`config.mk`:
```
export PLATFORM = sky130hd
export DESIGN_NAME = pipe_skid_reg
export DESIGN_NICKNAME = d
export VERILOG_FILES = /design/src/rtl/pipe_skid_reg.sv
export SDC_FILE = /design/constraint.sdc
export NUM_CORES = 1
export LEC_CHECK = 0
export CAP_MARGIN = 20
export CORE_MARGIN = 1.5
export CORE_UTILIZATION = 52
export DETAILED_ROUTE_END_ITERATION = 10
export GPL_ROUTABILITY_DRIVEN = 0
export HOLD_SLACK_MARGIN = 0.12
export PLACE_DENSITY_LB_ADDON = 0.2
export RECOVER_POWER = 100
export SLEW_MARGIN = 20
export SYNTH_ARGS = -nofsm -noshare
export SYNTH_HDL_FRONTEND = slang
export SYNTH_SLANG_ARGS = --single-unit
```
`constraint.sdc`:
```
create_clock -name i_clk -period 4.5 [get_ports i_clk]
set_clock_uncertainty 0.05 [all_clocks]
set_input_delay 0.675 -clock i_clk [delete_from_list [all_inputs] [get_ports i_clk]]
set_output_delay 0.675 -clock i_clk [all_outputs]
set_load 0.01 [all_outputs]
```
`src/rtl/pipe_skid_reg.sv`:
```
// Pipeline register with valid/ready handshake and a two-entry skid buffer.
// Registered ready/valid; strict FIFO order; synchronous flush.
module pipe_skid_reg #(
  parameter int unsigned       DATA_W    = 32,
  parameter logic [DATA_W-1:0] RESET_VAL = '0
) (
  input  logic              i_clk,
  input  logic              i_rst,
  input  logic              i_flush,
  input  logic              i_valid,
  input  logic [DATA_W-1:0] i_data,
  output logic              o_ready,
  output logic              o_valid,
  output logic [DATA_W-1:0] o_data,
  input  logic              i_ready,
  output logic [1:0]        o_count
);

  typedef enum logic [1:0] {
    S_EMPTY = 2'd0,
    S_ONE   = 2'd1,
    S_FULL  = 2'd2
  } state_e;

  state_e state_q, state_d;

  logic main_vld_q, main_vld_d;
  logic skid_vld_q, skid_vld_d;

  logic [DATA_W-1:0] main_q, main_d;
  logic [DATA_W-1:0] skid_q, skid_d;

  logic accept;
  logic drain;
  logic main_ld;
  logic main_from_skid;
  logic skid_ld;

  // Handshake terms use only flops on our side: no comb ready path.
  assign accept = i_valid & ~skid_vld_q;
  assign drain  = main_vld_q & i_ready;

  always_ff @(posedge i_clk or negedge i_rst) begin
    if (!i_rst) begin
      state_q <= S_EMPTY;
    end else begin
      state_q <= state_d;
    end
  end

  always_comb begin
    state_d = state_q;
    if (i_flush) begin
      state_d = S_EMPTY;
    end else begin
      unique case (state_q)
        S_EMPTY: begin
          if (accept) state_d = S_ONE;
        end
        S_ONE: begin
          if (accept && !drain) begin
            state_d = S_FULL;
          end else if (!accept && drain) begin
            state_d = S_EMPTY;
          end
        end
        S_FULL: begin
          if (drain) state_d = S_ONE;
        end
        default: state_d = S_EMPTY;
      endcase
    end
  end

  always_comb begin
    main_ld        = 1'b0;
    main_from_skid = 1'b0;
    skid_ld        = 1'b0;
    if (!i_flush) begin
      unique case (state_q)
        S_EMPTY: begin
          main_ld = accept;
        end
        S_ONE: begin
          main_ld = accept & drain;
          skid_ld = accept & ~drain;
        end
        S_FULL: begin
          main_ld        = drain;
          main_from_skid = drain;
        end
        default: begin
          main_ld = 1'b0;
        end
      endcase
    end
  end

  // Valid bits are flopped from the next state so outputs leave straight from registers.
  always_comb begin
    main_vld_d = (state_d != S_EMPTY);
    skid_vld_d = (state_d == S_FULL);
  end

  always_comb begin
    main_d = main_q;
    if (main_ld) begin
      main_d = main_from_skid ? skid_q : i_data;
    end
  end

  always_comb begin
    skid_d = skid_q;
    if (skid_ld) begin
      skid_d = i_data;
    end
  end

  always_ff @(posedge i_clk or negedge i_rst) begin
    if (!i_rst) begin
      main_vld_q <= 1'b0;
      skid_vld_q <= 1'b0;
    end else begin
      main_vld_q <= main_vld_d;
      skid_vld_q <= skid_vld_d;
    end
  end

  always_ff @(posedge i_clk or negedge i_rst) begin
    if (!i_rst) begin
      main_q <= RESET_VAL;
      skid_q <= RESET_VAL;
    end else begin
      main_q <= main_d;
      skid_q <= skid_d;
    end
  end

  assign o_valid = main_vld_q;
  assign o_ready = ~skid_vld_q;
  assign o_data  = main_q;
  assign o_count = {1'b0, main_vld_q} + {1'b0, skid_vld_q};

endmodule
```
## Yosys cells after proc, flatten, opt, wreduce, memory -nomap -nowiden

Index checks and enable logic that the tools add are counted.

- Logic and storage cells: 34
- Input bits: 37
- Register bits: 68

- $add $sub $neg: 1
- Mux-type cells: 13
- Reduce and logical (&&, ||, !) cells: 6
- Bitwise gates (word level): 6
- Equal/unequal tests: 3

Operator list:

| cell | count |
|---|---|
| $mux W32 | 1 |
| $mux W2 | 5 |
| $pmux W2 S3 | 1 |
| $mux W1 | 5 |
| $and A1 B1 Y1 | 4 |
| $eq A2 B2 Y1 const B | 2 |
| $pmux W1 S3 | 1 |
| $add A1 B1 Y2 | 1 |
| $eq A2 B1 Y1 const B | 1 |
| $logic_and A1 B1 Y1 | 2 |
| $logic_not A1 Y1 | 2 |
| $logic_not A2 Y1 | 1 |
| $not A1 Y1 | 2 |
| $reduce_bool A2 Y1 | 1 |

## Longest topological paths before layout

- Depth in word-level cells: 9
- Gate-level depth with buffers: 6

## Worst setup path after synthesis

OpenSTA, ideal clock, no wires.

- Path kind: input to register
- Start point: input port i_valid
- End point: register main_q[10], in the netlist o_data[10]
- Stages: 5
- Arrival: 1.581 ns
- Required time: 4.313 ns
- Setup slack: 2.732 ns
- Setup time: 0.137 ns
- Cells stage by stage: nand2b_4 nor4_4 buf_6 mux2i_1 a21oi_1

- Word-level cells in the longest chain between the ends: 4

RTL lines:

| element | RTL line | text |
|---|---|---|
| start: declaration | 10 | `input logic i_valid,` |
| $and A1 B1 Y1 (*) | 40 | `assign accept = i_valid & ~skid_vld_q;` |
| $and A1 B1 Y1 | 85 | `main_ld = accept & drain;` |
| $pmux W1 S3 (*) | 80 | `unique case (state_q)` |
| $mux W1 (*) | 79 | `if (!i_flush) begin` |
| end signal: assignment | 134 | `main_q <= main_d;` |
| end: declaration | 30 | `logic [DATA_W-1:0] main_q, main_d;` |

Mark *: on every way between the ends. The rest lies on a longest branch, timed or not.
A chain may end at the register's enable or synchronous reset.

## Final worst setup path

- Start point: input port i_flush
- End point: register main_q[2], in the netlist o_data[2]

- Word-level cells in the longest chain between the ends: 2
- Elaborated cells between the ends (all ways): 3
- Classes of those cells: mux: 3

RTL lines:

| element | RTL line | text |
|---|---|---|
| start: declaration | 9 | `input logic i_flush,` |
| $mux W1 | 79 |  |
| $mux W32 | 108 | `main_d = main_from_skid ? skid_q : i_data;` |

Parallel ways exist; a longest one is shown, timed or not.

==> flow_metrics.tcl <==
set metrics [dict create \
    regArea_um2 1702 \
    status "complete, but fails checks" \
    ff2ff_setup_slack_ns 1.62 \
    synth_seq_cells 68 \
    wl_per_cell_um 14.35 \
    drc 0 \
    grt_antenna_before_repair 0 \
    setup_viol 0 \
    multiInputGateArea_um2 1106 \
    post_cts_hold_buffer_count 0 \
    syn-instance-count 229 \
    yosys-top-cells-count "dfrtp_1 (68), a21oi_1 (37), mux2i_1 (33)" \
    failed_checks "capacitance limit, slew limit" \
    grt_pass1_vias 2021 \
    worstSetupStartpointType "input pin" \
    busiest_layer "met2" \
    hp-class "reg -> reg" \
    slew_headroom_pct -31.52 \
    die_w_um 77.75 \
    clk_pin_slew_ns 0.07 \
    clk_path_buf_depth 2 \
    synth_area_um2 2905 \
    worst_hold_slack_ns 0.4438 \
    ios 73 \
    path_max_fanout 43 \
    ir_drop_uv 296.5 \
    tritoncts "built" \
    ys.flop_type "dfrtp_1" \
    fin_crit_sh_pct 73.83 \
    critPathSlowestCell "nand3_1" \
    htree_levels 3 \
    worstPathRequired_ns 4.66 \
    synthTopCellsByArea "dfrtp_1 (59%), mux2_1 (12%), mux2i_1 (11%)" \
    finalSetupTns_ns 0 \
    grt_max_degree 44 \
    fin_ws_ns 1.178 \
    rsz0062_at_grt "no" \
    die-height_um 77.75 \
    clock_sinks 68 \
    clock_latency_ns 0.33 \
    max_stage_delay_ns 1.09 \
    cp-end-kind "flip-flop" \
    crit_chain "dlygate4sd3_1 -> nor3b_1 -> nand3_1 -> buf_4 -> nor2_1 -> a21oi_1" \
    dr.pass1.iters 4 \
    fin_nets 341 \
    layout-drive-gt1-share_pct 7.468 \
    dpl_worst_slack_ns 1.442 \
    grt_pass1_wl_um 9466 \
    cts_root_buf "clkbuf_8" \
    synth_edf_count 0 \
    drt_iter0_markers 87 \
    finalCriticalPeriod_ns 3.322 \
    hold_violations 0 \
    synth_top_cell_area_share_pct 58.57 \
    n_fill_cell 382 \
    ys_warn_count 0 \
    finalMaxSlewViolations 116 \
    syn_nets 267 \
    area_growth_pct 33.63 \
    dieArea_um2 6044 \
    worstPathArrival_ns 3.48 \
    postRouteWirelength_um 5452 \
    maxCapViolCount 3 \
    leakagePower_nw 1.673 \
    hpwl_um 3565 \
    synth_top_area_cell "dfrtp_1" \
    p_per_area_nw_per_um2 515.7 \
    fp.coreArea_um2 5439 \
    cts_made_buffers 9 \
    path_class "in -> reg" \
    fmax_ghz 0.3010 \
    ant_nets 0 \
    tightestPinTransition_ns 1.973 \
    grt.total_usage_pct 20.13 \
    initial_core_util_pct 53.42 \
    port_buffers 72 \
    rows 27 \
    synth_cell_types 20 \
    avgViaCountPerCell 5.137 \
    avgSynthCellArea_um2 12.69 \
    grt_util_met1_pct 27.42 \
    synthArstFlopShare_pct 100.0 \
    yosysSeqAreaShare_pct 58.57 \
    postCtsSetupBuffers 0 \
    vias 1952 \
    grtUsageMet3_pct 5.294 \
    cts_resized 0 \
    met2_usage_pct 31.22 \
    globalRouteOverflowTotal 0 \
    synth.most_common_cell "dfrtp_1" \
    antenna_cells 0 \
]
## power breakdown
group / internal (W) / total (W) / switching, W / leakage, nW
clock: 0.000369 / 0.000597 / 0.000228 / 0.120
sequential: 0.000821 / 0.000930 / 0.000109 / 0.816
combinational: 0.000282 / 0.000475 / 0.000193 / 0.737
## layout make-up
| cell class | count | area share (%) |
|---|---|---|
| Sequential cell | 68 | 43.83 |
| Multi-Input combinational cell | 147 | 28.49 |
| Timing Repair Buffer | 76 | 19.08 |
| Clock buffer | 10 | 3.287 |
| Clock inverter | 6 | 2.900 |
| Tap cell | 72 | 2.320 |
| Inverter | 1 | 0.09668 |
## through the flow
step	power, W	util (%)	instances	instance area (um^2)
2_1_floorplan	0.001181	-	229	2905
3_3_place_gp	0.001443	67.36	364	3664
3_5_place_dp	0.001464	67.36	364	3664
4_1_cts	0.002069	71.77	380	3904
5_1_grt	0.002119	71.38	380	3882
6_report	0.002002	71.38	380	3882
## layer usage
| metal | share of wire [%] | vias to the layer above | wire [um] |
|---|---|---|---|
| li1 | - | 949 | - |
| met1 | 46 | 948 | 2535 |
| met2 | 47 | 49 | 2562 |
| met3 | 5.5 | 6 | 299 |
| met4 | 1.0 | 0 | 55 |
| met5 | 0 | - | 0 |
## registers in the layout, indices dropped and copies added, names as in the netlist
name	flops
o_valid	1
skid_vld_q	1
state_q	2
skid_q	32
o_data	32
## path summary, 6_finish.rpt
| path | end | cells past startpoint | startpoint |
|---|---|---|---|
| setup / recovery | o_data[2] | 6 | i_flush |
| hold / removal | skid_q[13] | 1 | skid_q[13] |
| setup reg to reg | o_data[2] | 5 | state_q[1] |
| hold reg to reg | skid_q[13] | 1 | skid_q[13] |
| max in group asynchronous | skid_q[15] | 2 | i_rst |
| min in group asynchronous | skid_q[7] | 1 | i_rst |
## cell families (layout without fill, tap and decap cells)
logic type / count (synthesis) / count (layout) / synth area share, %
mux: 65 / 65 / 23.77
buf+inv: 14 / 93 / 2.971
compound gates: 40 / 40 / 7.537
flops: 68 / 68 / 58.57
simple gates: 41 / 41 / 6.718
fa+ha+maj: 1 / 1 / 0.4306
## critical path: cells and delay by family
family	cells	cell delay (ns)
and+or+nand+nor	3	1.50
AOI/OAI and AO/OA	1	0.05
buffers and inverters	2	1.25
## cell usage in the layout (no fill, tap or decap), types with 3 or more instances in the layout
| cell | count |
|---|---|
| a21oi_1 | 37 |
| buf_4 | 3 |
| bufinv_16 | 3 |
| clkbuf_1 | 3 |
| clkbuf_8 | 9 |
| clkdlybuf4s50_1 | 33 |
| dfrtp_1 | 68 |
| dlygate4sd3_1 | 38 |
| mux2_1 | 30 |
| mux2i_1 | 33 |
| nor2_1 | 32 |
(Power assumes the default switching activity.)
